File: src/rtl/fifo_burst_reader.sv
// Read-side burst controller for a synchronous FIFO. It pops a fixed number of
// words, absorbs the one-cycle read latency in a 2-entry skid buffer and streams them out.
//
// state | meaning
// IDLE  | waiting for start; a zero-length request just pulses done
// RUN   | popping the FIFO until len_q words have been issued
// DRAIN | all pops issued; emptying the skid buffer until the last word is accepted
module fifo_burst_reader #(
  parameter int DATA_WIDTH = 8,
  parameter int LEN_WIDTH  = 8
) (
  input  logic                  clk,
  input  logic                  rst_n,
  input  logic                  start,
  input  logic [LEN_WIDTH-1:0]  burst_len,
  output logic                  busy,
  output logic                  done,
  output logic                  fifo_rd_en,
  input  logic [DATA_WIDTH-1:0] fifo_data,
  input  logic                  fifo_empty,
  output logic                  out_valid,
  output logic [DATA_WIDTH-1:0] out_data,
  input  logic                  out_ready
);

  typedef enum logic [1:0] {IDLE, RUN, DRAIN} state_t;

  localparam logic [LEN_WIDTH-1:0] ONE = LEN_WIDTH'(1);

  state_t                state_q;
  logic [LEN_WIDTH-1:0]  len_q;
  logic [LEN_WIDTH-1:0]  issued_q;
  logic [LEN_WIDTH-1:0]  delivered_q;
  logic [DATA_WIDTH-1:0] mem_q [2];
  logic                  wr_ptr_q;
  logic                  rd_ptr_q;
  logic [1:0]            occ_q;
  logic                  inflight_q;
  logic                  busy_q;
  logic                  done_q;

  logic                  pop_out;
  logic [2:0]            fill;
  logic                  last_accept;

  assign out_valid = (occ_q != 2'd0);
  assign out_data  = mem_q[rd_ptr_q];
  assign busy      = busy_q;
  assign done      = done_q;
  assign pop_out   = out_valid && out_ready;

  // Words already owned (stored plus in flight) once this cycle's output pop is taken.
  assign fill = {1'b0, occ_q} + {2'b00, inflight_q} - {2'b00, pop_out};

  assign fifo_rd_en = (state_q == RUN) && !fifo_empty && (issued_q < len_q) && (fill < 3'd2);

  assign last_accept = (state_q == DRAIN) && pop_out && (delivered_q == (len_q - ONE));

  always_ff @(posedge clk or negedge rst_n) begin
    if (!rst_n) begin
      state_q     <= IDLE;
      len_q       <= '0;
      issued_q    <= '0;
      delivered_q <= '0;
      mem_q[0]    <= '0;
      mem_q[1]    <= '0;
      wr_ptr_q    <= 1'b0;
      rd_ptr_q    <= 1'b0;
      occ_q       <= 2'd0;
      inflight_q  <= 1'b0;
      busy_q      <= 1'b0;
      done_q      <= 1'b0;
    end else begin
      done_q     <= 1'b0;
      inflight_q <= fifo_rd_en;

      if (inflight_q) begin
        mem_q[wr_ptr_q] <= fifo_data;
        wr_ptr_q        <= ~wr_ptr_q;
      end

      if (pop_out) begin
        rd_ptr_q    <= ~rd_ptr_q;
        delivered_q <= delivered_q + ONE;
      end

      case ({inflight_q, pop_out})
        2'b10:   occ_q <= occ_q + 2'd1;
        2'b01:   occ_q <= occ_q - 2'd1;
        default: occ_q <= occ_q;
      endcase

      if (fifo_rd_en) begin
        issued_q <= issued_q + ONE;
      end

      case (state_q)
        IDLE: begin
          if (start) begin
            if (burst_len == '0) begin
              done_q <= 1'b1;
            end else begin
              len_q       <= burst_len;
              issued_q    <= '0;
              delivered_q <= '0;
              busy_q      <= 1'b1;
              state_q     <= RUN;
            end
          end
        end
        RUN: begin
          if (fifo_rd_en && ((issued_q + ONE) == len_q)) begin
            state_q <= DRAIN;
          end
        end
        DRAIN: begin
          if (last_accept) begin
            done_q  <= 1'b1;
            busy_q  <= 1'b0;
            state_q <= IDLE;
          end
        end
        default: state_q <= IDLE;
      endcase
    end
  end

endmodule

File: config.mk
export PLATFORM = sky130hd
export DESIGN_NAME = fifo_burst_reader
export DESIGN_NICKNAME = d
export VERILOG_FILES = /design/src/rtl/fifo_burst_reader.sv
export SDC_FILE = /design/constraint.sdc
export NUM_CORES = 1
export LEC_CHECK = 0
export CAP_MARGIN = 20
export CORE_UTILIZATION = 56
export DETAILED_ROUTE_END_ITERATION = 10
export DONT_BUFFER_PORTS = 1
export PLACE_DENSITY_LB_ADDON = 0.2
export SLEW_MARGIN = 10
export SYNTH_ARGS = -nofsm -noshare
export SYNTH_HDL_FRONTEND = slang
export SYNTH_SLANG_ARGS = --single-unit
File: constraint.sdc
create_clock -name clk -period 9.2 [get_ports clk]
set_input_delay 1.84 -clock clk [delete_from_list [all_inputs] [get_ports clk]]
set_output_delay 1.84 -clock clk [all_outputs]
set_load 0.02 [all_outputs]
==> run metrics <==
status finished, final reports clean; Worst Hold Depth 1; number of enable flip-flop cells after synthesis 0; hold buffer count at CTS 0; Endpoint, Worst Hold wr_ptr_q; Seq/Total Area, Yosys between 40% and 50%; FF+latch area 0.00123 sq mm; Post-CTS Setup Repair Bufs 0; crit path DAT between 4 and 5 ns; clk buf depth 2; DP Wirelength ~3800 um; Peak Freq roughly 0.16 GHz; DR iter-0 viols about 60; syn_area_per_cell between 10 and 15 sq um; # clock sinks slightly below 50; Tot GR Track Use 21.5%; Worst Path Required ~7.4 ns; Post-Layout Inst Area around 0.0029 sq mm; power density over the cells ~320 mW/mm^2; clk_lat worst skew about 0.3 ns; H-tree depth 2; vias in the first global route about 1800; total wire length 5120 um; CTS tree done; critical path's largest stage delay about 0.5 ns; DRT antenna net count 0; Crit Path Max Fanout 8; CP Cell Sequence nand2_1 -> inv_2 -> ha_1 -> nand2b_1 -> fa_1 -> or4b_4 -> a2111oi_4 -> nand2_2 -> inv_1; reg2reg path depth 11; Leak between 0.001 and 0.0015 uW; Worst-path clk slew ~0.090 ns; Fin. Hold Viols 0; post-CTS resize count 0; Hold WC Path Type reg2reg; min Tclk post-route ~6.3 ns; critical path class in2out; Synth area leaders dfrtp_1 45%, mux2_2 9.9%, xnor2_1 6.7%, xor2_1 6.4%, ha_1 5.9%; cell count after synthesis about 260; placed inst area about 0.0028 sq mm; Worst Path Buf+Inv 2; Die Y 71.9 um; detailed-route DRC error count 0; clock skew approximately 0.0083 ns; Critical Path End Type primary output; antenna violations before repair 0; # diodes 0; commonest cells after routing, fill and taps aside 49 x dfrtp_1, 24 x mux2_2, 21 x xnor2_1; yosys warns 0; Top FF cell, synth dfrtp_1; Num CTS Buffers 5; final setup violation count 0; core footprint roughly 0.0047 sq mm; unrepaired setup endpoints after global routing no; Hold Path Origin wr_ptr_q; nets between 200 and 300; R2R Path Start occ_q[0]; Crit Reg-Reg Endpoint state_q[0]; fraction of layout cells with a size suffix above 1 14.9%; fill count 388; maximum vdd drop ~0.00018 V; vias per cell between 5 and 6; first-pass detailed-route iteration total 5; commonest non-fill, non-tap cell in the layout dfrtp_1; Max Slew Vio Count 0; Post-synth ARST share 100%; Seq cells post-synth 49; die width just over 70 um; vias roughly 1800; slowest CP cell a2111oi_4; max-capacitance violation count 0; Crit path max-delay family simple AND/OR/NAND/NOR gates; wire per inst approximately 16 um; CP Launch Type primary input; RD Place Congestion about 0.84; first-pass GRT wire length 8490 um; port buffer count 0; largest net degree at the start of global routing 50; Slew @ Worst Pin ~0.7 ns; Tcrit/Tclk final about two thirds; Root Buffer clkbuf_8; count of cell types in the netlist 37; cell taking the most area after synthesis dfrtp_1; Reg2Reg Setup Slack about 5.5 ns; Yosys top cell area share approximately 45%; Mapped Area between 0.002 and 0.003 sq mm; Mapped Nets 293; # rows 25; Layout area overhead 6.12%; Multi-input gate area about 0.0014 sq mm; Rel. slew slack ~52%; Initial Util between 50 and 60%; Fin Setup TNS 0 ns; GRT overflow 0; die area between 0.005 and 0.006 sq mm; I/O pin count 33
per-stage QoR:
step | setup slack, ns | hold slack, ns | cells | total power, uW | utilization (%)
2_1_floorplan | 3.15 | 0.460 | 258 | 741 | -
3_3_place_gp | 2.99 | 0.479 | 322 | 817 | 59.7
3_5_place_dp | 2.94 | 0.476 | 322 | 824 | 59.7
4_1_cts | 2.94 | 0.495 | 329 | 950 | 61.5
5_1_grt | 2.79 | 0.511 | 329 | 1010 | 61.5
6_report | 2.95 | 0.497 | 329 | 944 | 61.5
metal layers:
metal / vias up / GRT usage [%] / part of all wire, %
met1: 886 / 29.7 / 49
met3: 6 / 4.17 / 2.2
li1: 910 / - / -
met2: 18 / 34.0 / 47
met4: 0 / 8.06 / 1.5
met5: - / 0 / 0
state kept, by name, indices dropped and copies added (netlist names):
name / flops
inflight_q: 1
delivered_q: 8
mem_q: 16
len_q: 8
occ_q: 2
busy: 1
rd_ptr_q: 1
state_q: 2
done: 1
issued_q: 8
wr_ptr_q: 1
worst max path at each step:
| stage | slack (ns) | to | cells past startpoint | start |
|---|---|---|---|---|
| 2_1_floorplan | 3.15 | fifo_rd_en | 9 | out_ready |
| 3_3_place_gp | 2.99 | fifo_rd_en | 9 | out_ready |
| 3_5_place_dp | 2.94 | fifo_rd_en | 9 | out_ready |
| 4_1_cts | 2.94 | fifo_rd_en | 9 | out_ready |
| 5_1_grt | 2.79 | fifo_rd_en | 9 | out_ready |
| 6_report | 2.95 | fifo_rd_en | 9 | out_ready |
worst register-to-register path: stages, from the launching register on:
cell and delay, ns:
dfrtp_1 0.44, or2_2 0.39, nand2_1 0.19, inv_2 0.11
ha_1 0.32, nand2b_1 0.17, fa_1 0.47, or4b_4 0.46
a2111oi_4 0.51, nand2_2 0.17, o31ai_1 0.26, a21oi_1 0.09
Yosys cell counts, types with 2 or more instances:
master	n
ha_1	13
xnor2_1	21
nor4_1	4
mux2_2	24
o21ai_1	9
a21oi_1	4
nand4_1	8
nand3_1	13
xor2_1	20
a31oi_1	2
o21ai_0	4
inv_1	14
o31ai_1	2
and3_1	3
nor2_1	19
dfrtp_1	49
nor3_1	3
nand2b_1	5
nand2_1	18
and4_1	3
clkbuf_1	4
logic make-up after synthesis:
group	after synthesis	synth area share [%]
compound gates	30	7.90
xor+xnor	41	13.1
fa+ha+maj	14	6.67
buf+inv	19	2.60
flops	49	44.8
mux	24	9.87
simple gates	81	15.1
report_power, final:
part | internal, uW | total, uW | switching (uW)
registers | 297 | 388 | 91.7
logic | 201 | 433 | 231
clock network | 52.4 | 122 | 69.8
area by class of cell:
cell class	count	share of cell area, %
multi-input cells	190	49.8
well taps	67	2.88
clock inverters	2	0.560
clock buffers	5	2.37
flip-flops and latches	49	42.2
inverters	15	1.94
repair buffers	1	0.258
Note: power is estimated with default switching activity, not from simulation.
